[src/rtl/rv_mem_arb.sv]
// Shares the single-port memory of the multicycle RISC-V core between the core
// and a DMA/program loader: one access at a time, fixed read latency, done pulse.
module rv_mem_arb #(
  parameter int unsigned ADDR_W    = 32,
  parameter int unsigned DATA_W    = 32,
  parameter int unsigned MEM_LAT   = 1,
  parameter int unsigned CORE_PRIO = 0
) (
  input  logic              clk,
  input  logic              rst,
  input  logic              core_req,
  input  logic              core_we,
  input  logic [ADDR_W-1:0] core_addr,
  input  logic [DATA_W-1:0] core_wdata,
  output logic              core_done,
  output logic [DATA_W-1:0] core_rdata,
  input  logic              dma_req,
  input  logic              dma_we,
  input  logic [ADDR_W-1:0] dma_addr,
  input  logic [DATA_W-1:0] dma_wdata,
  output logic              dma_done,
  output logic [DATA_W-1:0] dma_rdata,
  output logic              mem_en,
  output logic              mem_we,
  output logic [ADDR_W-1:0] mem_addr,
  output logic [DATA_W-1:0] mem_wdata,
  input  logic [DATA_W-1:0] mem_rdata,
  output logic [31:0]       stall_cnt
);

  localparam int unsigned LAT_W = 3;

  typedef enum logic [1:0] {
    IDLE  = 2'd0,
    ISSUE = 2'd1,
    WAIT  = 2'd2
  } state_t;

  state_t             state;
  state_t             state_nx;
  logic               owner;     // 0 = core, 1 = dma
  logic               we_q;
  logic [LAT_W-1:0]   lat_cnt;
  logic               grant;
  logic               win;
  logic               fin;

  // Arbitration among requests sampled in IDLE; ties go to the non-owner unless the core has priority
  always_comb begin
    grant = 1'b0;
    win   = 1'b0;
    if (state == IDLE) begin
      if (core_req && dma_req) begin
        grant = 1'b1;
        win   = (CORE_PRIO != 0) ? 1'b0 : ~owner;
      end else if (core_req) begin
        grant = 1'b1;
        win   = 1'b0;
      end else if (dma_req) begin
        grant = 1'b1;
        win   = 1'b1;
      end
    end
  end

  assign fin = (state == WAIT) && (lat_cnt == LAT_W'(MEM_LAT));

  // Next-state logic
  always_comb begin
    state_nx = state;
    case (state)
      IDLE:    if (grant) state_nx = ISSUE;
      ISSUE:   state_nx = WAIT;
      WAIT:    if (fin) state_nx = IDLE;
      default: state_nx = IDLE;
    endcase
  end

  always_ff @(posedge clk or posedge rst) begin
    if (rst) state <= IDLE;
    else     state <= state_nx;
  end

  // Latched request, memory strobes, latency counter and stall counter
  always_ff @(posedge clk or posedge rst) begin
    if (rst) begin
      owner     <= 1'b1;
      we_q      <= 1'b0;
      mem_en    <= 1'b0;
      mem_we    <= 1'b0;
      mem_addr  <= '0;
      mem_wdata <= '0;
      lat_cnt   <= '0;
      stall_cnt <= '0;
    end else begin
      mem_en <= grant;
      mem_we <= grant & (win ? dma_we : core_we);
      if (grant) begin
        owner     <= win;
        we_q      <= win ? dma_we : core_we;
        mem_addr  <= win ? dma_addr : core_addr;
        mem_wdata <= win ? dma_wdata : core_wdata;
      end
      if (state == ISSUE) begin
        lat_cnt <= LAT_W'(1);
      end else if ((state == WAIT) && (lat_cnt < LAT_W'(MEM_LAT))) begin
        lat_cnt <= lat_cnt + LAT_W'(1);
      end
      if (core_req && !core_done) stall_cnt <= stall_cnt + 32'd1;
    end
  end

  // Done and read data are decoded from the finishing WAIT cycle; read data passes straight through
  assign core_done  = fin & ~owner;
  assign dma_done   = fin & owner;
  assign core_rdata = (core_done && !we_q) ? mem_rdata : '0;
  assign dma_rdata  = (dma_done && !we_q) ? mem_rdata : '0;

endmodule

[config.mk]
export PLATFORM = sky130hd
export DESIGN_NAME = rv_mem_arb
export DESIGN_NICKNAME = d
export VERILOG_FILES = /design/src/rtl/rv_mem_arb.sv
export SDC_FILE = /design/constraint.sdc
export NUM_CORES = 1
export LEC_CHECK = 0
export CAP_MARGIN = 10
export CORE_AREA = 2 2 127 129
export CTS_BUF_LIST = sky130_fd_sc_hd__clkbuf_4 sky130_fd_sc_hd__clkbuf_8
export DETAILED_ROUTE_END_ITERATION = 8
export DIE_AREA = 0 0 129 131
export GPL_TIMING_DRIVEN = 1
export PLACE_DENSITY = 0.8
export SYNTH_ARGS = -nofsm -noshare
export SYNTH_HDL_FRONTEND = slang
export SYNTH_SLANG_ARGS = --single-unit
[constraint.sdc]
create_clock -name clk -period 5.5 [get_ports clk]
set_clock_uncertainty 0.05 [all_clocks]
set_input_delay 1.65 -clock clk [delete_from_list [all_inputs] [get_ports clk]]
set_output_delay 1.65 -clock clk [all_outputs]
set_load 0.01 [all_outputs]
==> results of run 1 <==
[cells in the mapped netlist]
master,count,area [sq um]
and3_1,3,18.8
ha_1,3,37.5
clkbuf_1,28,105
buf_2,3,15.0
nand2_1,80,300
mux2i_1,3,30.0
o2111ai_4,1,26.3
xor2_1,9,78.8
nor2_1,13,48.8
buf_4,2,15.0
o311ai_0,1,8.76
nand4_1,7,43.8
a31oi_1,1,6.26
mux2_2,1,11.3
xnor2_1,22,193
dfstp_2,1,26.3
a21oi_1,1,5.00
and2_1,64,400
dfrtp_1,104,2600
o21ai_0,66,330
nor4b_4,1,23.8
and4_4,1,11.3
nor3_1,5,25.0
nor2b_1,1,6.26
nand2b_1,1,6.26
a21o_1,2,15.0
or3_4,1,11.3
nand4bb_2,1,16.3
nand3_1,13,65.1
inv_1,10,37.5
o22ai_1,62,388
nor4_4,2,42.5
a221oi_1,1,8.76
o21ai_1,2,10.0
and4_1,1,8.76
[metal layers]
layer	global-route usage, %	wire [microns]
met2	30.4	7710
met3	5.86	1070
met5	0	6
met4	5.37	255
met1	24.0	6590
[worst min path at each step]
stage,from,endpoint,slack [ps],cells past startpoint
detailed placement,mem_addr[6]$_DFFE_PP0P_,mem_addr[6]$_DFFE_PP0P_,420,2
finish,mem_addr[26]$_DFFE_PP0P_,mem_addr[26]$_DFFE_PP0P_,440,2
global placement,mem_addr[6]$_DFFE_PP0P_,mem_addr[6]$_DFFE_PP0P_,410,2
global route,mem_wdata[10]$_DFFE_PP0P_,mem_wdata[10]$_DFFE_PP0P_,460,2
floorplan,we_q$_DFFE_PP0P_,we_q$_DFFE_PP0P_,430,1
CTS,mem_addr[10]$_DFFE_PP0P_,mem_addr[10]$_DFFE_PP0P_,440,2
[cell type report]
type | instances | area, sq um
clock buffer | 10 | 131
inverter | 10 | 40.0
multi-input combinational | 369 | 2210
sequential | 105 | 2630
clock inverter | 5 | 56.3
fill | 1359 | 6900
tap | 216 | 270
timing repair buffer | 338 | 3360
[state kept, by name, indices dropped and copies added, names as in the netlist, 2 cells and up]
register   cells
stall_cnt     32
mem_addr      32
lat_cnt        3
state          2
mem_wdata     32
[logic make-up after synthesis]
kind of cell / share of synthesized area (%)
AOI/OAI and AO/OA: 16.0
adders and majority gates: 0.754
DFF: 52.8
and+or+nand+nor: 20.7
buffers and inverters: 3.47
xor gates and xnor gates: 5.45
muxes: 0.829
[metrics by stage]
stage | instance area, sq um | utilization (%) | std cells
6_report | 8690 | 55.7 | 1053
4_1_cts | 8690 | 55.7 | 1053
3_3_place_gp | 8510 | 54.5 | 1038
2_1_floorplan | 4980 | - | 517
5_1_grt | 8690 | 55.7 | 1053
3_5_place_dp | 8510 | 54.5 | 1038
[placed cells by master (no fill, tap or decap), drive strengths merged]
cell type and instances:
a21o 2, a21oi 1, a221oi 1, a31oi 1, and2 64, and3 3
and4 2, buf 9, bufinv 1, clkbuf 10, clkdlybuf4s50 329, clkinv 2
clkinvlp 1, dfrtp 104, dfstp 1, ha 3, inv 11, mux2 1
mux2i 3, nand2 80, nand2b 1, nand3 13, nand4 7, nand4bb 1
nor2 13, nor2b 1, nor3 5, nor4 2, nor4b 1, o2111ai 1
o21ai 68, o22ai 62, o311ai 1, or3 1, xnor2 22, xor2 9
[where the power goes]
part           internal [mW]  switching (mW)
Sequential              1.05           0.182
Clock                  0.213           0.259
Combinational          0.859           0.770
[critical path: stages]
cell,delay [ps]
clkdlybuf4s50_1,530
and2_1,140
clkdlybuf4s50_1,530
==> summary.md, run 1 <==
| Metric | Value |
|---|---|
| Status | completed |
| Vias in the first global route | 4,732 |
| Critical Path RT | 3800 ps |
| Synth unique cells | 35 |
| Arrival time worst endpoint | 2850 ps |
| Final routed DRC violation total | 0 |
| Initial cell density of the core | 31.9% |
| Worst Setup Path Type | input pin to output port |
| Worst-Margin Slew | 620 ps |
| FP Rows | 46 |
| Tot GR Track Use | 18.6% |
| Routed Wire Length | 15.6 mm |
| Synth Register Bits | 105 |
| Routability cong. | 0.753 |
| Crit start category | input pin |
| Hold crit path type | flop to flop |
| Total Power | 3.34 mW |
| Synthesized area per cell | 9.63 sq um |
| CTS resizes | 0 |
| Area grow syn2layout | 74.6% |
| RSZ-0062 raised after global routing | false |
| Worst-Skew Late Latency | 370 ps |
| Die Wd | 129 microns |
| ANT nets after route | 0 |
| Die area | 16,900 sq um |
| Worst-path fanout max | 2 |
| CTS tree | yes |
| Dpl hpwl | 12.2 mm |
| # hold bufs at CTS | 0 |
| Final-stage net count | 1,002 |
| RR Endpoint | we_q$_DFFE_PP0P_ |
| Initial antenna violation count | 0 |
| Root buffer cell | clkbuf_8 |
| Final Hold Vio Count | 0 |
| Origin of the worst setup path | mem_rdata[28] |
| H-tree depth | 3 |
| # Post-CTS Setup Buffers | 0 |
| Remaining Overflow, GRT | 0 |
| Max_cap viols | 0 |
| Overall die height | 131 microns |
| Fin Setup TNS | 0 ps |
| Reg2Reg Setup Slack | 3320 ps |
| Crit path capture | core_rdata[28] |
| Core ar. | 15,600 sq um |
| Yosys warns | 0 |
| Place WS | 956 ps |
| Ant. Diodes | 0 |
| Clock Sink Count | 105 |
| Fraction of layout cells with a size suffix above 1 | 4.66% |
| Net Count, Synth | 686 |
| TritonCTS Buffers | 9 |
| Drt first pass iters | 4 |
| Peak supply drop | 240 uV |
| Largest net degree at the start of global routing | 75 |
| Fmax | 220 MHz |
| Register area share after synthesis | 52.8% |
| Clock Path Buffers | 2 |
| Final WS setup | 954 ps |
| Worst Setup End Kind | output port |
| Via-to-Cell Ratio | 4.60 |
| Slew Limit Fails | 0 |
| Worst-case hold slack | 435 ps |
| Synth Cell Area | 4980 sq um |
| Slew HR | 58.6% |
| First-pass GRT wire length | 24.5 mm |
| Finish-stage setup viols | 0 |
| Routed vias | 4,840 |
| PortBufs | 329 |
| Io pins | 330 |
| WL/cell | 14.8 microns |
| P_leak | 3.56 nW |
| Clock slew at reported path FFs | 90 ps |
| Reg2Reg Launch Point | owner$_DFFE_PP1P_ |
| Power per standard cell area | 384 nW/um^2 |
| FF-to-FF path depth | 6 |
| Drt first-iter violations | 195 |
| Post-synthesis instance total | 517 |
| Crit path time final | 4550 ps |
| Final period util | 82.7% |
No activity file was read; power rests on OpenSTA's default activity.
==> run 2, diff against run 1 <==
==> constraint.sdc (replaced) <==
create_clock -name clk -period 4.2 [get_ports clk]
set_clock_uncertainty 0.05 [all_clocks]
set_input_delay 1.26 -clock clk [delete_from_list [all_inputs] [get_ports clk]]
set_output_delay 1.26 -clock clk [all_outputs]
set_load 0.01 [all_outputs]
==> summary.md, run 2 (same netlist as run 1, synthesis figures left out) <==
| Metric | Value |
|---|---|
| Status | completed (unchanged) |
| Final period util | 92.7% |
| Clock Sink Count | 105 (unchanged) |
| ANT nets after route | 0 (unchanged) |
| Sequential power share | 36.4% (was 37.0%) |
| Io pins | 330 (unchanged) |
| Vias in the first global route | 4,825 (was 4,732) |
| Routed vias | 4,853 (was 4,840) |
| FF-to-FF path depth | 7 (was 6) |
| Min-Delay Path Depth | 2 (unchanged) |
| RR Endpoint | stall_cnt[31]$_DFFE_PP0P_ (was we_q$_DFFE_PP0P_) |
| Remaining Overflow, GRT | 0 (unchanged) |
| Routed Wire Length | 16.1 mm (was 15.6 mm) |
| Final Hold Vio Count | 0 (unchanged) |
| Initial cell density of the core | 31.9% (unchanged) |
| Worst Setup End Kind | output port (unchanged) |
| Finish-stage setup viols | 0 (unchanged) |
| Initial antenna violation count | 0 (unchanged) |
| Clock slew at reported path FFs | 100 ps (was 90 ps) |
| Biggest regs | mem_addr x32, mem_wdata x32, stall_cnt x32 (unchanged) |
| Slew Limit Fails | 0 (unchanged) |
| Switch Pwr | 1.61 mW (was 1.21 mW) |
| H-tree depth | 3 (unchanged) |
| Clk pwr share | 14.8% (was 14.2%) |
| # hold bufs at CTS | 0 (unchanged) |
| Slew HR | 54.4% (was 58.6%) |
| Clock Path Buffers | 2 (unchanged) |
| Final-stage net count | 1,003 (was 1,002) |
| Crit start category | flop (was input pin) |
| Die area | 16,900 sq um (unchanged) |
| Area grow syn2layout | 75.7% (was 74.6%) |
| CP max stage cell | clkdlybuf4s50_1 (unchanged) |
| Largest net degree at the start of global routing | 80 (was 75) |
| Drt first pass iters | 4 (unchanged) |
| CTS tree | yes (unchanged) |
| PortBufs | 329 (unchanged) |
| Internal Power | 2.82 mW (was 2.12 mW) |
| Most frequent cells in the layout | clkdlybuf4s50_1 (329), dfrtp_1 (104), nand2_1 (79), o21ai_0 (66), and2_1 (64) (unchanged) |
| TritonCTS Buffers | 9 (unchanged) |
| Ant. Diodes | 0 (unchanged) |
| Root buffer cell | clkbuf_8 (unchanged) |
| Power per standard cell area | 507 nW/um^2 (was 384 nW/um^2) |
| RSZ-0062 raised after global routing | false (unchanged) |
| Inst Count DP | 1,039 (was 1,038) |
| Hold crit path type | flop to flop (unchanged) |
| Die Wd | 129 microns (unchanged) |
| Dpl hpwl | 12.4 mm (was 12.2 mm) |
| Peak supply drop | 362 uV (was 240 uV) |
| Fmax | 257 MHz |
| First-pass GRT wire length | 24.5 mm (about the same) |
| Max_cap viols | 0 (unchanged) |
| Min-delay src | mem_addr[7]$_DFFE_PP0P_ (was mem_addr[26]$_DFFE_PP0P_) |
| Origin of the worst setup path | lat_cnt[1]$_DFFE_PP0P_ (was mem_rdata[28]) |
| Overall die height | 131 microns (unchanged) |
| Arrival time worst endpoint | 2580 ps (was 2850 ps) |
| Crit path time final | 3890 ps |
| Final routed DRC violation total | 0 (unchanged) |
| Worst-Margin Slew | 684 ps (was 620 ps) |
| Worst-case hold slack | 434 ps (was 435 ps) |
| Critical Path RT | 2890 ps (was 3800 ps) |
| Worst-path fanout max | 32 (was 2) |
| WL/cell | 15.2 microns (was 14.8 microns) |
| Sw Ratio | 36.4% (was 36.3%) |
| Core ar. | 15,600 sq um (unchanged) |
| Reg2Reg Launch Point | lat_cnt[1]$_DFFE_PP0P_ (was owner$_DFFE_PP1P_) |
| Layout Cells excl Fill | 1,055 (was 1,053) |
| Worst Setup Path Type | flop to output port (was input pin to output port) |
| Fin Setup TNS | 0 ps (unchanged) |
| Worst-Skew Late Latency | 380 ps (was 370 ps) |
| Hold EP | mem_addr[7]$_DFFE_PP0P_ (was mem_addr[26]$_DFFE_PP0P_) |
| Comb pwr share | 48.8% (about the same) |
| Final core occ | 56.1% (was 55.7%) |
| # Post-CTS Setup Buffers | 0 (unchanged) |
| CTS resizes | 0 (unchanged) |
| FP Rows | 46 (unchanged) |
| Fraction of layout cells with a size suffix above 1 | 4.89% (was 4.66%) |
| Reg2Reg Setup Slack | 2120 ps (was 3320 ps) |
| Routability cong. | 0.734 (was 0.753) |
| Via-to-Cell Ratio | 4.60 (about the same) |
| Commonest non-fill, non-tap cell in the layout | clkdlybuf4s50_1 (unchanged) |
| Drt first-iter violations | 190 (was 195) |
| Crit-path cells | inv_1 -> ha_1 -> nand4bb_2 -> nor3_2 -> buf_4 -> and2_1 -> clkdlybuf4s50_1 (was clkdlybuf4s50_1 -> and2_1 -> clkdlybuf4s50_1) |
| P_leak | 3.58 nW (was 3.56 nW) |
| Crit-path max cell delay | 560 ps (was 530 ps) |
| Tot GR Track Use | 18.8% (was 18.6%) |
## run 2: worst max-delay path by stage
stage | to | slack, ps | cells past startpoint
final | dma_rdata[3] | 310 | 7
after global routing | dma_rdata[3] | 170 | 7
after CTS | dma_rdata[3] | 290 | 7
after detailed placement | dma_rdata[28] | 450 | 3
after global placement | core_rdata[28] | 440 | 3
after floorplan | lat_cnt[0]$_DFFE_PP0P_ | 130 | 1
## run 2: layout make-up
class | instances | area, sq um
Clock buffer | 11 | 145
Clock inverter | 5 | 62.6
Fill cell | 1364 | 6850
Inverter | 10 | 40.0
Multi-Input combinational cell | 369 | 2210
Sequential cell | 105 | 2630
Tap cell | 216 | 270
Timing Repair Buffer | 339 | 3390
## run 2: routing by layer
layer	vias up	GRT usage, %	share of wire (%)
met2	178	32.2	50
li1	2431	-	-
met1	2222	22.3	41
met5	-	0	0
met3	22	6.56	7.6
met4	0	5.56	1.5
## run 2: power by group through the flow
| stage | logic [mW] | registers (mW) | clock network, mW |
|---|---|---|---|
| 6_report | 2.16 | 1.61 | 0.656 |
| 5_1_grt | 2.38 | 1.67 | 0.716 |
| 4_1_cts | 2.20 | 1.62 | 0.682 |
| 3_5_place_dp | 2.19 | 1.64 | 0 |
| 3_3_place_gp | 2.16 | 1.62 | 0 |
| 2_1_floorplan | 0.793 | 1.77 | 0 |
## run 2: critical path: cells and delay by family (launching register included)
family	cells	cell delay [ps]
simple gates	3	640
flops	1	420
buf+inv	3	960
fa+ha+maj	1	180
## run 2: stage by stage
step           cell area [sq um]  worst slack (ps)  total power [mW]
6_report                    8750               305              4.43
5_1_grt                     8750               174              4.77
4_1_cts                     8750               292              4.50
3_5_place_dp                8540               450              3.83
3_3_place_gp                8540               443              3.78
2_1_floorplan               4980               131              2.56
==> run 3, diff against run 2 <==
--- a/config.mk
+++ b/config.mk
@@ -5,13 +5,15 @@
 export SDC_FILE = /design/constraint.sdc
 export NUM_CORES = 1
 export LEC_CHECK = 0
+export ABC_AREA = 1
 export CAP_MARGIN = 10
 export CORE_AREA = 2 2 127 129
 export CTS_BUF_LIST = sky130_fd_sc_hd__clkbuf_4 sky130_fd_sc_hd__clkbuf_8
 export DETAILED_ROUTE_END_ITERATION = 8
 export DIE_AREA = 0 0 129 131
 export GPL_TIMING_DRIVEN = 1
-export PLACE_DENSITY = 0.8
+export PLACE_DENSITY = 0.86
+export SLEW_MARGIN = 40
 export SYNTH_ARGS = -nofsm -noshare
 export SYNTH_HDL_FRONTEND = slang
 export SYNTH_SLANG_ARGS = --single-unit
==> summary.md, run 3 <==
| Metric | Value |
|---|---|
| P_leak | 3.98 nW (was 3.58 nW) |
| Status | completed (unchanged) |
| Dpl hpwl | 14.2 mm (was 12.4 mm) |
| Initial cell density of the core | 37.1% (was 31.9%) |
| Comb pwr share | 50.7% (was 48.8%) |
| Post-synthesis instance total | 781 (was 517) |
| Synth Cell Area | 5780 sq um (was 4980 sq um) |
| Slew Limit Fails | 0 (unchanged) |
| Synth Flop Type | dfrtp_1 (unchanged) |
| Commonest non-fill, non-tap cell in the layout | clkdlybuf4s50_1 (unchanged) |
| Final period util | 91.8% (was 92.7%) |
| FP Rows | 46 (unchanged) |
| Die area | 16,900 sq um (unchanged) |
| # hold bufs at CTS | 0 (unchanged) |
| Area leader, netlist | dfrtp_1 (unchanged) |
| WL/cell | 14.4 microns (was 15.2 microns) |
| Clock Sink Count | 105 (unchanged) |
| Sw Ratio | 38.9% (was 36.4%) |
| Hold crit path type | flop to flop (unchanged) |
| Worst-path fanout max | 32 (unchanged) |
| RR Endpoint | stall_cnt[21]$_DFFE_PP0P_ (was stall_cnt[31]$_DFFE_PP0P_) |
| Most Crowded Layer GR | met2 (unchanged) |
| Most frequent cells in the layout | clkdlybuf4s50_1 (329), nand2_1 (178), nor2_1 (140), dfrtp_1 (104) (was clkdlybuf4s50_1 (329), dfrtp_1 (104), nand2_1 (79), o21ai_0 (66), and2_1 (64)) |
| Overall die height | 131 microns (unchanged) |
| Routability cong. | 0.828 (was 0.734) |
| Net Count, Synth | 950 (was 686) |
| Io pins | 330 (unchanged) |
| Area grow syn2layout | 62.7% (was 75.7%) |
| Via-to-Cell Ratio | 4.67 (was 4.60) |
| Most frequent cell after synthesis | nand2_1 (was dfrtp_1) |
| Tot GR Track Use | 22.2% (was 18.8%) |
| Slew HR | 53.4% (was 54.4%) |
| Max_cap viols | 0 (unchanged) |
| Crit path time final | 3860 ps (was 3890 ps) |
| Register area share after synthesis | 45.5% (was 52.8%) |
| First-pass GRT wire length | 29.6 mm (was 24.5 mm) |
| Worst Setup End Kind | output port (unchanged) |
| CTS tree | yes (unchanged) |
| Clock Path Buffers | 2 (unchanged) |
| Peak supply drop | 336 uV (was 362 uV) |
| Ant. Diodes | 0 (unchanged) |
| Initial antenna violation count | 0 (unchanged) |
| Arrival time worst endpoint | 2550 ps (was 2580 ps) |
| Met3 GRT Util | 5.94% (was 6.56%) |
| TritonCTS Buffers | 9 (unchanged) |
| Final core occ | 60.3% (was 56.1%) |
| Sequential power share | 34.6% (was 36.4%) |
| ANT nets after route | 0 (unchanged) |
| Largest net degree at the start of global routing | 97 (was 80) |
| Finish-stage setup viols | 0 (unchanged) |
| Fin Setup TNS | 0 ps (unchanged) |
| Most frequent cells after synthesis | nand2_1 (178), nor2_1 (141), dfrtp_1 (104) (was dfrtp_1 (104), nand2_1 (80), o21ai_0 (66)) |
| Global routing usage on met2 | 37.7% (was 32.2%) |
| Power per standard cell area | 483 nW/um^2 (was 507 nW/um^2) |
| FF-to-FF path depth | 10 (was 7) |
| Final Hold Vio Count | 0 (unchanged) |
| Die Wd | 129 microns (unchanged) |
| Fraction of layout cells with a size suffix above 1 | 7.47% (was 4.89%) |
| Drt first-iter violations | 390 (was 190) |
| Root buffer cell | clkbuf_8 (unchanged) |
| Clock slew at reported path FFs | 100 ps (about the same) |
| RSZ-0062 raised after global routing | false (unchanged) |
| Routed Wire Length | 19.0 mm (was 16.1 mm) |
| Reg2Reg Setup Slack | 2180 ps (was 2120 ps) |
| Internal Power | 2.78 mW (was 2.82 mW) |
| Core ar. | 15,600 sq um (unchanged) |
| Yosys warns | 0 (unchanged) |
| Top cell type's share of synthesized area | 45.0% (was 52.3%) |
| Worst-Skew Late Latency | 390 ps (was 380 ps) |
| Critical Path RT | 2890 ps (about the same) |
| Crit path capture | dma_rdata[14] (was dma_rdata[3]) |
| Synthesized area per cell | 7.40 sq um (was 9.63 sq um) |
| Vias in the first global route | 5,843 (was 4,825) |
| Crit start category | flop (unchanged) |
| Biggest regs | mem_addr x32, mem_wdata x32, stall_cnt x32 (unchanged) |
| H-tree depth | 3 (unchanged) |
| Post-synthesis async set-or-reset flop share | 100% (unchanged) |
| Worst-Margin Slew | 700 ps (was 684 ps) |
| Fmax | 259 MHz (was 257 MHz) |
| Worst Setup Path Type | flop to output port (unchanged) |
| PortBufs | 329 (unchanged) |
| GRT met1 Usage | 26.9% (was 22.3%) |
| Synth Register Bits | 105 (unchanged) |
| Drt first pass iters | 5 (was 4) |
| Final routed DRC violation total | 0 (unchanged) |
| Number of synthesized flops with an enable pin | 0 (unchanged) |
| Top post-synthesis cells by area | dfrtp_1 (45%), nand2_1 (12%), nor2_1 (9.2%), o21ai_0 (7.4%), inv_1 (5.6%) (was dfrtp_1 (52%), and2_1 (8.0%), o22ai_1 (7.8%), o21ai_0 (6.6%), nand2_1 (6.0%)) |
| Switch Pwr | 1.77 mW (was 1.61 mW) |
| Clk pwr share | 14.7% (was 14.8%) |
| Synth unique cells | 27 (was 35) |
| Origin of the worst setup path | lat_cnt[1]$_DFFE_PP0P_ (unchanged) |
| # Post-CTS Setup Buffers | 0 (unchanged) |
| CTS resizes | 0 (unchanged) |
| Routed vias | 6,129 (was 4,853) |
| Final-stage net count | 1,261 (was 1,003) |
| Remaining Overflow, GRT | 0 (unchanged) |
| Reg2Reg Launch Point | lat_cnt[1]$_DFFE_PP0P_ (unchanged) |
-- run 3: changes by cell type after synthesis, moves of 55 or more --
cell | before | now
and2_1 | 64 | 0
inv_1 | 10 | 86
nand2_1 | 80 | 178
nor2_1 | 13 | 141
o21ai_1 | 2 | 57
o22ai_1 | 62 | 3
-- run 3: final cells by class --
type                    instances  area, sq um
clock buffers                   9          124
clock inverters                 7         77.6
fillers                      1337         6190
inverters                      90          340
multi-input cells             549         2580
flip-flops and latches        105         2630
well taps                     216          270
repair buffers                337         3380
-- run 3: critical path, stage by stage, from the launching register on --
cell	delay, ps
dfrtp_1	400
inv_1	110
ha_1	160
inv_1	80
nor4_4	330
nand2_2	70
buf_4	270
nor2_1	160
clkdlybuf4s50_1	580
-- run 3: cells by family after synthesis --
group,Yosys count,share of synthesized area [%]
buffers and inverters,127,10.0
AO/OA/AOI/OAI,146,12.8
adder cells (fa/ha/maj),3,0.650
flip-flops,105,45.5
AND/OR/NAND/NOR,397,30.6
XOR/XNOR,3,0.455
-- run 3: worst min path at each step --
stage	startpoint	end	slack (ps)	cells past startpoint
global placement	mem_addr[19]$_DFFE_PP0P_	mem_addr[19]$_DFFE_PP0P_	420	2
finish	mem_addr[19]$_DFFE_PP0P_	mem_addr[19]$_DFFE_PP0P_	450	2
global route	mem_addr[9]$_DFFE_PP0P_	mem_addr[9]$_DFFE_PP0P_	470	2
floorplan	lat_cnt[0]$_DFFE_PP0P_	lat_cnt[0]$_DFFE_PP0P_	450	2
CTS	mem_addr[19]$_DFFE_PP0P_	mem_addr[19]$_DFFE_PP0P_	450	2
detailed placement	mem_addr[19]$_DFFE_PP0P_	mem_addr[19]$_DFFE_PP0P_	420	2
-- run 3: per-layer routing --
layer / share of wire, % / up-vias / wire length (microns)
met2: 51 / 209 / 9670
li1: - / 3055 / -
met5: 0 / - / 0
met1: 40 / 2836 / 7590
met4: 2.2 / 0 / 426
met3: 6.7 / 29 / 1270
-- run 3: power by group through the flow --
stage               Sequential (mW)  Clock [mW]  Combinational (mW)
finish                         1.57       0.667                2.30
detailed placement             1.59           0                2.32
floorplan                      1.73           0               0.952
global route                   1.62       0.720                2.51
CTS                            1.57       0.689                2.33
global placement               1.57           0                2.27
-- run 3: stage by stage --
step	hold WS, ps	std cells	cell area (sq um)	power (mW)	setup slack [ps]
global placement	416	1297	9200	3.85	407
global route	465	1313	9400	4.85	186
floorplan	452	781	5780	2.68	131
CTS	449	1313	9400	4.59	314
finish	447	1313	9400	4.55	343
detailed placement	424	1297	9200	3.91	384
